## src/rtl/unary_pkg.sv

```systemverilog
// Shared types and elaboration-time helpers for the multi-lane unary adder.
package unary_pkg;

   typedef enum logic {ACCUM = 1'b0, EMIT = 1'b1} state_t;

   // Ceiling log2; a value of 1 still needs one bit.
   function automatic int unsigned clog2(input int unsigned v);
      int unsigned r;
      r = 0;
      for (int unsigned i = 0; i < 32; i++)
         if ((32'd1 << i) < v) r = i + 1;
      if (r == 0) r = 1;
      return r;
   endfunction

   function automatic int unsigned frame_len(input int unsigned w);
      return 32'd1 << w;
   endfunction

   function automatic int unsigned popcount(input logic [15:0] v, input int unsigned n);
      int unsigned r;
      r = 0;
      for (int unsigned i = 0; i < 16; i++)
         if (i < n && v[i]) r++;
      return r;
   endfunction

endpackage

```

## src/rtl/unary_popcount.sv

```systemverilog
// Combinational ones counter over N_IN unary lanes.
module unary_popcount
   import unary_pkg::*;
#(
   parameter int unsigned N_IN = 2
) (
   input  logic [N_IN-1:0]              lanes,
   output logic [clog2(N_IN+1)-1:0]     ones
);

   localparam int unsigned OW = clog2(N_IN + 1);

   always_comb begin
      ones = OW'(popcount(16'(lanes), N_IN));
   end

endmodule

```

## src/rtl/unary_add_multi.sv

```systemverilog
// Accumulates N_IN unary lanes into a CNT_W-bit count and serialises it as a thermometer frame.
module unary_add_multi
   import unary_pkg::*;
#(
   parameter int unsigned N_IN     = 2,
   parameter int unsigned CNT_W    = 4,
   parameter bit          SATURATE = 1'b1
) (
   input  logic              clk,
   input  logic              rst_n,
   input  logic              en,
   input  logic              clr,
   input  logic              read_or_write,
   input  logic [N_IN-1:0]   a_in,
   output logic              dout,
   output logic              C,
   output logic [CNT_W-1:0]  count,
   output logic              busy,
   output logic              frame_done
);

   localparam int unsigned         PW       = clog2(N_IN + 1);
   localparam int unsigned         SW       = CNT_W + PW;
   localparam int unsigned         FRAME    = frame_len(CNT_W);
   localparam logic [CNT_W-1:0]    CMAX     = '1;
   localparam logic [CNT_W-1:0]    IDX_LAST = CNT_W'(FRAME - 1);

   state_t            state, state_nxt;
   logic [CNT_W-1:0]  count_q, count_nxt;
   logic [CNT_W-1:0]  lat_q, lat_nxt;
   logic [CNT_W-1:0]  idx_q, idx_nxt;
   logic              c_q, c_nxt;
   logic              dout_q, dout_nxt;
   logic              busy_q, busy_nxt;
   logic              fd_q, fd_nxt;
   logic [PW-1:0]     ones;
   logic [SW-1:0]     sum;
   logic              last;

   unary_popcount #(.N_IN(N_IN)) u_popcount (
      .lanes (a_in),
      .ones  (ones)
   );

   assign sum  = SW'(count_q) + SW'(ones);
   assign last = (idx_q == IDX_LAST);

   always_ff @(posedge clk or negedge rst_n) begin
      if (!rst_n)  state <= ACCUM;
      else if (en) state <= state_nxt;
   end

   always_comb begin
      state_nxt = state;
      case (state)
         ACCUM:   if (read_or_write) state_nxt = EMIT;
         EMIT:    if (last) state_nxt = read_or_write ? EMIT : ACCUM;
         default: state_nxt = ACCUM;
      endcase
   end

   // dout/busy/frame_done are registered, so their next values track the index being entered.
   always_comb begin
      count_nxt = count_q;
      c_nxt     = c_q;
      lat_nxt   = lat_q;
      idx_nxt   = idx_q;
      dout_nxt  = 1'b0;
      busy_nxt  = 1'b0;
      fd_nxt    = 1'b0;
      case (state)
         ACCUM: begin
            if (clr) begin
               count_nxt = '0;
               c_nxt     = 1'b0;
            end
            if (read_or_write) begin
               lat_nxt  = clr ? '0 : count_q;
               idx_nxt  = '0;
               busy_nxt = 1'b1;
               dout_nxt = (lat_nxt != '0);
            end else if (!clr) begin
               if (sum > SW'(CMAX)) begin
                  c_nxt     = 1'b1;
                  count_nxt = SATURATE ? CMAX : sum[CNT_W-1:0];
               end else begin
                  count_nxt = sum[CNT_W-1:0];
               end
            end
         end
         EMIT: begin
            if (last) begin
               count_nxt = '0;
               c_nxt     = 1'b0;
               if (read_or_write) begin
                  lat_nxt  = '0;
                  idx_nxt  = '0;
                  busy_nxt = 1'b1;
               end
            end else begin
               idx_nxt  = idx_q + 1'b1;
               busy_nxt = 1'b1;
               dout_nxt = (idx_nxt < lat_q);
               fd_nxt   = (idx_nxt == IDX_LAST);
            end
         end
         default: ;
      endcase
   end

   always_ff @(posedge clk or negedge rst_n) begin
      if (!rst_n) begin
         count_q <= '0;
         c_q     <= 1'b0;
         lat_q   <= '0;
         idx_q   <= '0;
         dout_q  <= 1'b0;
         busy_q  <= 1'b0;
         fd_q    <= 1'b0;
      end else if (en) begin
         count_q <= count_nxt;
         c_q     <= c_nxt;
         lat_q   <= lat_nxt;
         idx_q   <= idx_nxt;
         dout_q  <= dout_nxt;
         busy_q  <= busy_nxt;
         fd_q    <= fd_nxt;
      end
   end

   assign dout       = dout_q;
   assign C          = c_q;
   assign count      = count_q;
   assign busy       = busy_q;
   assign frame_done = fd_q;

endmodule

```

## config.mk

```make
export PLATFORM = sky130hd
export DESIGN_NAME = unary_add_multi
export DESIGN_NICKNAME = d
export VERILOG_FILES = /design/src/rtl/unary_pkg.sv /design/src/rtl/unary_popcount.sv /design/src/rtl/unary_add_multi.sv
export SDC_FILE = /design/constraint.sdc
export NUM_CORES = 1
export LEC_CHECK = 0
export CORE_AREA = 2 2 47 49
export DETAILED_ROUTE_END_ITERATION = 16
export DIE_AREA = 0 0 49 51
export GPL_ROUTABILITY_DRIVEN = 0
export PLACE_DENSITY = 0.75
export SLEW_MARGIN = 5
export SYNTH_ARGS = -nofsm -noshare
export SYNTH_HDL_FRONTEND = slang
export SYNTH_SLANG_ARGS = --single-unit
```

## constraint.sdc

```tcl
create_clock -name clk -period 2.17 [get_ports clk]
set_clock_uncertainty 0.2 [all_clocks]
set_input_delay 0.651 -clock clk [delete_from_list [all_inputs] [get_ports clk]]
set_output_delay 0.651 -clock clk [all_outputs]
set_load 0.01 [all_outputs]
```

==> Word level (Yosys, flattened, before mapping) <==
Index checks and enable logic that the tools add are counted.
W data, S select, Z words.
{ "word_totals": {"register_bits": 16} }
{ "op_classes": {"n_reduce_logical": 3, "addsub": 3, "n_eq_ne": 5, "n_bitwise": 1, "magnitude_cmp": 2, "muxes": 29} }
{ "op_table": {"columns": ["cell", "n"], "rows": [
  ["$mux W4", 10],
  ["$pmux W4 S2", 3],
  ["$mux W1", 12],
  ["$eq A4 B4 Y1 const B", 2],
  ["$pmux W1 S2", 3],
  ["$add A4 B2 Y5", 1],
  ["$gt A5 B4 Y1 const B", 1],
  ["$add A4 B1 Y4 const B", 1],
  ["$lt A4 B4 Y1", 1],
  ["$ne A2 B2 Y1 const B", 2],
  ["$reduce_and A4 Y1", 1],
  ["$reduce_bool A4 Y1", 1],
  ["$add A1 B1 Y2 const B", 1],
  ["$mux W2", 1],
  ["$ne A2 B1 Y1 const B", 1],
  ["$reduce_and A2 Y1", 1],
  ["$not A1 Y1", 1]
]} }

==> Depth between registers and ports, before layout <==
Gate-level depths: netlist of run 1.
{ "depth": {"ltp_word": 9, "depth_mapped": 7, "depth_no_buf": 7} }

==> Hierarchy <==
A second synthesis of run 1 with hierarchy kept.
{ "unflattened": {"cells_unflattened": 98, "area_unflattened_um2": 988.4} }
{ "by_module_without_submodules": {"columns": ["module", "area_per_inst_um2", "cells_per_inst", "n_inst"], "rows": [
  ["unary_add_multi", 975.9, 97, 1],
  ["unary_popcount", 12.5, 1, 1]
]} }

==> Least setup slack after synthesis of run 1 <==
OpenSTA, ideal clock, no wires.
{ "synth_path": {"path_kind": "input to register", "start": "input port a_in[0]", "end": "register c_q, in the netlist C", "arrival_ns": 2.021, "t_required_ns": 1.849, "path_slack_ns": -0.172, "stages": 6, "path_cell_list": "ha_1 ha_1 fa_1 and3_2 o2111a_1 o22a_1"} }
{ "synth_via": {"elab_chain_len": 9} }
{ "synth_rtl": {"columns": ["element", "line", "text"], "rows": [
  ["start, declared", "unary_add_multi.sv:14", "input logic [N_IN-1:0] a_in,"],
  ["$mux W1 (*)", "unary_pkg.sv:24", "if (i < n && v[i]) r++;"],
  ["$add A1 B1 Y2", "unary_pkg.sv:24", null],
  ["$mux W2 (*)", "unary_pkg.sv:24", null],
  ["$add A4 B2 Y5 (*)", "unary_add_multi.sv:45", "assign sum = SW'(count_q) + SW'(ones);"],
  ["$gt A5 B4 Y1 (*)", "unary_add_multi.sv:83", "if (sum > SW'(CMAX)) begin"],
  ["$mux W1 (*)", "unary_add_multi.sv:83", null],
  ["$mux W1 (*)", "unary_add_multi.sv:82", "end else if (!clr) begin"],
  ["$mux W1 (*)", "unary_add_multi.sv:77", "if (read_or_write) begin"],
  ["$pmux W1 S2 (*)", "unary_add_multi.sv:71", "case (state)"],
  ["end signal, assigned", "unary_add_multi.sv:122", "c_q <= c_nxt;"],
  ["end, declared", "unary_add_multi.sv:32", "logic c_q, c_nxt;"]
]} }
Mark *: on every way between the ends. The rest lies on a longest branch, timed or not.
A chain may end at the register's enable or synchronous reset.

==> Worst setup path in the final report of run 1 <==
{ "layout_path": {"start": "register count_q[0], in the netlist count[0]", "end": "output port count[0]"} }
{ "layout_lines": {"columns": ["element", "line", "text"], "rows": [
  ["start, declared", "unary_add_multi.sv:29", "logic [CNT_W-1:0] count_q, count_nxt;"],
  ["start signal, assigned", "unary_add_multi.sv:121", "count_q <= count_nxt;"],
  ["end, declared", "unary_add_multi.sv:17", "output logic [CNT_W-1:0] count,"]
]} }
No word-level cell between the ends.

==> metrics.cfg, run 1 <==
[synth]
ys_warn_count = 0
syn_inst = 103
synth_nets = 119
synth-seq-area-share_pct = 40.1
synth.cell_area_um2 = 998
ys_seq_elements = 16
synth_area_leaders = dfrtp_1, ha_1, o21ai_0, inv_1, a21oi_1
yosysTopAreaCell = dfrtp_1
avgSynthCellArea_um2 = 9.69
ys_dominant_reg_cell = dfrtp_1
synth_top_cell_area_share_pct = 40.1
ys_types = 35
synth_edf_count = 0
synth_most_common_cell = dfrtp_1
ys_async_sr_fraction_pct = 100
synth_commonest_cells = dfrtp_1, inv_1, o21ai_0, ha_1, nand2_1

[floorplan]
ios = 15
die_x_um = 49
die_h_um = 51
rows = 17
coreArea_mm2 = 0.00206
initial_core_util_pct = 48.4
die_area_mm2 = 0.00250

[power]
p_leak_uw = 0.000621
comb_power_share_pct = 54.4
vdd_drop_max_v = 0.000666
power_frac_seq_pct = 34.7
switchingPower_uw = 616
cellPowerDensity_mw_per_mm2 = 1080
switching_share_pct = 41.3
p_int_uw = 876
clkPwrFrac_pct = 10.9
power.total_uw = 1490

[sta]
hold_violations = 0
post-route-period-util_pct = 98.5
drv_slew = 0
finalSetupViolCount = 0
max_freq_ghz = 0.468
rsz0062_at_grt = false
slew_headroom_pct = 75.6
setup_ws_ns = 0.0336
tightest_slew_ns = 0.366
post-route-min-period_ns = 2.14
holdWs_ns = 0.287

[drt]
drt-initial-drc-count = 12
postRouteAntennaNets = 0
vias = 933
firstDrtPassIters = 4
via_per_inst = 5.69
routedWlPerCell_um = 15.9
finalWirelength_mm = 2.61
drc = 0

[place]
post-place-ws_ns = -0.530
numPortBuffers = 14
hpwlAfterDp_mm = 1.97
dp.cells = 159

[layout]
fin_util_pct = 66.9
fillers = 179
syn_to_final_growth_pct = 38.2
antenna_cells = 0
finalNetCount = 154
drive_gt1_share_pct = 25.7
layout.cells.non_filler = 164

[global_routing]
grt_pass1_wl_mm = 4.23
grt-ovfl-total = 0
grt_pass1_vias = 906
antenna_found_initial = 0
grt_usage_pct = 22.8
grt_max_degree = 17

[critical_path]
path_buf_inv = 1
cp_top_family = buffers and inverters
cp-start-kind = flip-flop
slowest_stage = clkdlybuf4s50_1
arrival_ns = 1.29
endpoint_kind = output pin
criticalPathCategory = flip-flop to output pin
worstPathCellList = clkdlybuf4s50_1
critical_path.max_fanout = 4
critical_path_required_ns = 1.32
cpPeakStageDelay_ns = 0.56

[hold_path]
hp-class = flip-flop to flip-flop

[cts]
htreeDepth = 1
cts_num_sinks = 16
clk_pin_slew_ns = 0.10
cts_tree = built
clk-insertion-delay-late_ns = 0.30
clockRootBuffer = clkbuf_4
numCtsBuffers = 3
clockBufferDepth = 2
ctsHoldBuffers = 0

[flow_run]
cap_viol_max_count = 0

[run_status]
status = finished, final reports clean

## cell families after synthesis
group	after synthesis	synth area share [%]
AO/OA/AOI/OAI	36	24.8
flip-flops	16	40.1
adder cells (fa/ha/maj)	9	12.0
AND/OR/NAND/NOR	24	14.4
buffers and inverters	15	5.89
XOR/XNOR	2	1.75
multiplexers	1	1.00
## final timing paths
check / start / to / slack (ns) / cells past startpoint
worst max-delay path: count[0] / count[0] / 0.03 / 1
worst min-delay path: frame_done / frame_done / 0.29 / 2
worst max register to register: idx_q[2] / dout / 0.22 / 7
worst min register to register: frame_done / frame_done / 0.29 / 2
max in group asynchronous: rst_n / idx_q[0] / 1.10 / 2
min in group asynchronous: rst_n / dout / 0.47 / 2
## per-stage QoR
stage | TNS (ns) | cell area [um^2]
3_3_place_gp | -2.25 | 1310
4_1_cts | 0 | 1330
5_1_grt | 0 | 1380
3_5_place_dp | -2.53 | 1310
2_1_floorplan | 0 | 1020
6_report | 0 | 1380
## what timing repair did
item	in CTS	in global routing
endpoints found under the hold margin	0	0
endpoints found under the setup margin	5	5
buffers inserted	0	2
pin swaps	1	3
resized for setup	2	9
cloned	0	0
## power by group through the flow
stage	Combinational [uW]	Clock, uW	Sequential [uW]
2_1_floorplan	437	0	515
4_1_cts	750	167	503
3_3_place_gp	682	0	502
6_report	812	162	518
3_5_place_dp	746	0	508
5_1_grt	926	177	532
## layout make-up
class	count	area, um^2	share of cell area [%]
timing repair buffer	32	274	19.9
multi-input combinational	72	598	43.3
sequential	16	402	29.1
tap	28	35.0	2.54
clock buffer	3	22.5	1.63
inverter	13	48.8	3.54
## registers in the layout (all words and copies together) (netlist names)
| name | cells |
|---|---|
| busy | 1 |
| dout | 1 |
| idx_q | 4 |
| frame_done | 1 |
| count | 4 |
| C | 1 |
| lat_q | 4 |
## routing by layer
metal  up-vias  wire length (um)  global-route usage, %
li1        440                 -                      -
met1       453              1100                   27.2
met2        32              1350                   40.0
met3         8               108                   4.09
met4         0                54                   11.0
met5         -                 0                      0
## cells in the final DEF (no fill, tap or decap), drive strengths merged, types with 2 or more instances in the layout
cell and instances:
ha 8, nor2 3, a41oi 2, buf 18
nand2 8, xor2 2, nand3 2, a31oi 4
a211oi 3, o21ai 11, nor2b 3, clkbuf 3
clkdlybuf4s50 12, and3 2, inv 13, a21oi 6
o41ai 2, dfrtp 16
Power figures use the tool's default switching activity.
==> inputs of run 2 (changes only) <==
--- a/config.mk
+++ b/config.mk
@@ -6,10 +6,13 @@
 export NUM_CORES = 1
 export LEC_CHECK = 0
 export CORE_AREA = 2 2 47 49
+export CTS_CLUSTER_SIZE = 14
 export DETAILED_ROUTE_END_ITERATION = 16
 export DIE_AREA = 0 0 49 51
 export GPL_ROUTABILITY_DRIVEN = 0
+export MAX_ROUTING_LAYER = met4
 export PLACE_DENSITY = 0.75
+export REMOVE_ABC_BUFFERS = 1
 export SLEW_MARGIN = 5
 export SYNTH_ARGS = -nofsm -noshare
 export SYNTH_HDL_FRONTEND = slang
==> metrics.cfg, run 2 (synthesized netlist as in run 1, its figures left out) <==
[run_status]
status = finished, final reports clean

[cts]
cts_tree = built
htreeDepth = 1
clk_pin_slew_ns = 0.09
numCtsBuffers = 3
cts_num_sinks = 16
clockRootBuffer = clkbuf_4
clk-insertion-delay-late_ns = 0.28
clockBufferDepth = 2

[floorplan]
die_h_um = 51
die_x_um = 49
ios = 15
rows = 17
initial_core_util_pct = 48.4
coreArea_mm2 = 0.00206
die_area_mm2 = 0.00250

[power]
vdd_drop_max_v = 0.000526
p_leak_uw = 0.000641
power.total_uw = 1480
cellPowerDensity_mw_per_mm2 = 1060

[global_routing]
met3_usage_pct = 2.63
grt-ovfl-total = 0
grt_pass1_wl_mm = 4.52
grt_util_met2_pct = 42.5
top_usage_layer = met2
grt_use_met1_pct = 28.5
grt_max_degree = 17
grt_usage_pct = 24.9
grt_pass1_vias = 1019
antenna_found_initial = 0

[critical_path]
rr_startpoint = idx_q[0]
r2r_cells = 6
critical_path_required_ns = 2.13
endpoint_kind = flip-flop
arrival_ns = 2.07
criticalPathCategory = input pin to flip-flop
cp-start-kind = input pin
critical_path.endpoint = count[3]
rr_endpoint = dout
reg2reg_slack_ns = 0.21
critical_path.max_fanout = 3
crit_path_start = a_in[0]

[drt]
vias = 954
via_per_inst = 5.68
postRouteAntennaNets = 0
firstDrtPassIters = 4
routedWlPerCell_um = 15.6
drt-initial-drc-count = 26
finalWirelength_mm = 2.63
drc = 0

[sta]
drv_slew = 0
slew_headroom_pct = 76.5
finalSetupViolCount = 0
post-route-period-util_pct = 97.4
tightest_slew_ns = 0.352
max_freq_ghz = 0.473
rsz0062_at_grt = false
holdWs_ns = 0.302
hold_violations = 0
post-route-min-period_ns = 2.11

[layout]
fin_area_mm2 = 0.00139
finalNetCount = 158
antenna_cells = 0
syn_to_final_growth_pct = 39.6
fin_util_pct = 67.6
drive_gt1_share_pct = 27.1
layout_commonest_cell = buf_4
final_cell_mix = buf_4, dfrtp_1, inv_1

[place]
hpwlAfterDp_mm = 1.95
numPortBuffers = 14
dpl_cell_area_mm2 = 0.00131

[flow_run]
cap_viol_max_count = 0

[hold_path]
hp-class = flip-flop to flip-flop

[run 2: cell types whose count changed in the layout (fill, tap and decap cells not counted), moves of 2 or more]
cell	before	now
buf_4	18	22
o21ai_0	9	11
o21ai_1	2	0
xor2_1	0	2
xor2_2	2	0
[run 2: worst min-delay path by stage]
| stage | depth (start not counted) | start | slack [ns] | end |
|---|---|---|---|---|
| final | 2 | frame_done | 0.30 | frame_done |
| after global routing | 2 | frame_done | 0.32 | frame_done |
| after CTS | 2 | frame_done | 0.31 | frame_done |
| after detailed placement | 2 | frame_done | 0.29 | frame_done |
| after global placement | 2 | frame_done | 0.26 | frame_done |
| after floorplan | 0 | rst_n | 0.16 | C |
[run 2: routing by layer]
layer	share of wire, %	up-vias
met3	4.0	4
met1	42	468
met2	52	31
met4	1.5	0
li1	-	451
met5	0	-
[run 2: final cells by class]
type | count | area [um^2]
clock buffer | 3 | 22.5
fill | 172 | 669
inverter | 13 | 48.8
multi-input combinational | 72 | 581
sequential | 16 | 402
tap | 28 | 35.0
timing repair buffer | 36 | 305
[run 2: what timing repair did]
item	4_1_cts	5_1_grt
setup endpoints to repair	6	7
setup buffers	0	3
hold buffers	0	0
gates resized for setup	8	4
pin swaps	5	4
hold endpoints to repair	0	0
[run 2: power breakdown]
group	total, uW	internal [uW]	leakage (uW)	switching [uW]
Combinational	806	417	0.000425	389
Sequential	514	407	0.000202	108
Clock	156	64.4	0.0000138	91.3
Total	1480	888	0.000641	588
[run 2: through the flow]
step / setup TNS (ns) / cells / setup WS (ns)
after floorplan: -0.455 / 101 / -0.172
after global placement: -2.61 / 162 / -0.579
after detailed placement: -3.01 / 162 / -0.656
after CTS: 0 / 165 / 0.00859
after global routing: 0 / 168 / 0.00630
final: 0 / 168 / 0.0557
[run 2: worst max-delay path: stages]
cell and delay, ns:
clkdlybuf4s15_1 0.21, ha_4 0.26, ha_4 0.16, fa_2 0.34, nand3b_1 0.18, o21ai_0 0.18
a21oi_1 0.10
==> inputs of run 3 (changes only) <==
--- a/config.mk
+++ b/config.mk
@@ -17,3 +17,4 @@
 export SYNTH_ARGS = -nofsm -noshare
 export SYNTH_HDL_FRONTEND = slang
 export SYNTH_SLANG_ARGS = --single-unit
+export TNS_END_PERCENT = 20
==> metrics.cfg, run 3 (synthesized netlist as in run 1, its figures left out) <==
[sta]
setup_ws_ns = 0.0495
finalSetupViolCount = 0
tightest_slew_ns = 0.354
drv_slew = 0
max_freq_ghz = 0.472
slew_headroom_pct = 76.3
post-route-min-period_ns = 2.12
post-route-period-util_pct = 97.7
hold_violations = 0
rsz0062_at_grt = true
holdWs_ns = 0.302
fin_setup_tns_ns = 0

[layout]
drive_gt1_share_pct = 25.5
layout_commonest_cell = buf_4
layout.cells.non_filler = 165
final_cell_mix = buf_4, dfrtp_1, inv_1
finalNetCount = 155
syn_to_final_growth_pct = 37.6
antenna_cells = 0

[place]
hpwlAfterDp_mm = 1.95
post-place-ws_ns = -0.656
numPortBuffers = 14
dp.cells = 162

[drt]
drc = 0
postRouteAntennaNets = 0
via_per_inst = 5.78
drt-initial-drc-count = 26
finalWirelength_mm = 2.65
routedWlPerCell_um = 16.0
firstDrtPassIters = 4
vias = 953

[cts]
clockRootBuffer = clkbuf_4
htreeDepth = 1
cts_tree = built
cts_num_sinks = 16
numCtsBuffers = 3
cts_setup_buffers = 0
clk-insertion-delay-late_ns = 0.28
ctsHoldBuffers = 0
clk_pin_slew_ns = 0.09
clockBufferDepth = 2

[critical_path]
critical_path_required_ns = 2.13
arrival_ns = 2.08
endpoint_kind = flip-flop
cpPeakStageDelay_ns = 0.34
critical_path.max_fanout = 3
slowest_stage = fa_2
cp-start-kind = input pin
criticalPathCategory = input pin to flip-flop
path_buf_inv = 1
cp_top_family = adder cells
worstPathCellList = dlygate4sd2_1 > ha_4 > ha_4 > fa_2 > and3_4 > o211ai_1 > o22ai_1
path_common_cell = ha_4

[power]
vdd_drop_max_v = 0.000527
power.total_uw = 1430
p_leak_uw = 0.000660
cellPowerDensity_mw_per_mm2 = 1040

[global_routing]
antenna_found_initial = 0
met3_usage_pct = 2.63
grt_use_met1_pct = 28.5
grt_pass1_vias = 1019
grt_usage_pct = 24.9
grt_pass1_wl_mm = 4.52
grt_max_degree = 17
grt_util_met2_pct = 42.5
grt-ovfl-total = 0
top_usage_layer = met2

[floorplan]
die_x_um = 49
die_area_mm2 = 0.00250
ios = 15
initial_core_util_pct = 48.4
coreArea_mm2 = 0.00206
rows = 17
die_h_um = 51

[run_status]
status = finished, final reports clean

[hold_path]
hp-class = flip-flop to flip-flop

[flow_run]
cap_viol_max_count = 0

[run 3: area by class of cell]
class | count | area, um^2
fillers | 179 | 689
multi-input cells | 72 | 581
flip-flops and latches | 16 | 402
repair buffers | 33 | 285
inverters | 13 | 48.8
well taps | 28 | 35.0
clock buffers | 3 | 22.5
[run 3: worst min-delay path, stage by stage (launching register included)]
cell and delay, ns:
dfrtp_1 0.36, nand2_1 0.06, o41ai_1 0.05
[run 3: repair_timing]
action                     in CTS  in global routing
pin swaps                       5                  1
resized for setup               8                  5
setup endpoints to repair       6                  7
[run 3: path summary, 6_finish.rpt]
path,slack (ns),cells after the start,startpoint,to
worst max-delay path,0.05,7,a_in[1],count[1]
worst max register to register,0.21,6,idx_q[0],dout
worst min register to register,0.30,2,frame_done,frame_done
worst min-delay path,0.30,2,frame_done,frame_done
min in group asynchronous,0.48,2,rst_n,frame_done
max in group asynchronous,1.09,2,rst_n,count[0]
[run 3: routing by layer]
layer | wire length, um | vias up
met5 | 0 | -
met4 | 97 | 0
met3 | 97 | 13
met2 | 1370 | 33
met1 | 1080 | 461
li1 | - | 446
[run 3: where the power goes]
part	internal, uW	switching [uW]	total, uW
Sequential	407	116	523
Clock	64.4	91.5	156
Combinational	383	373	756
Total	854	580	1430
[run 3: metrics by stage]
stage,instance area [um^2],util [%]
floorplan,988,-
global placement,1310,63.3
detailed placement,1310,63.3
CTS,1360,65.9
global route,1370,66.6
finish,1370,66.6
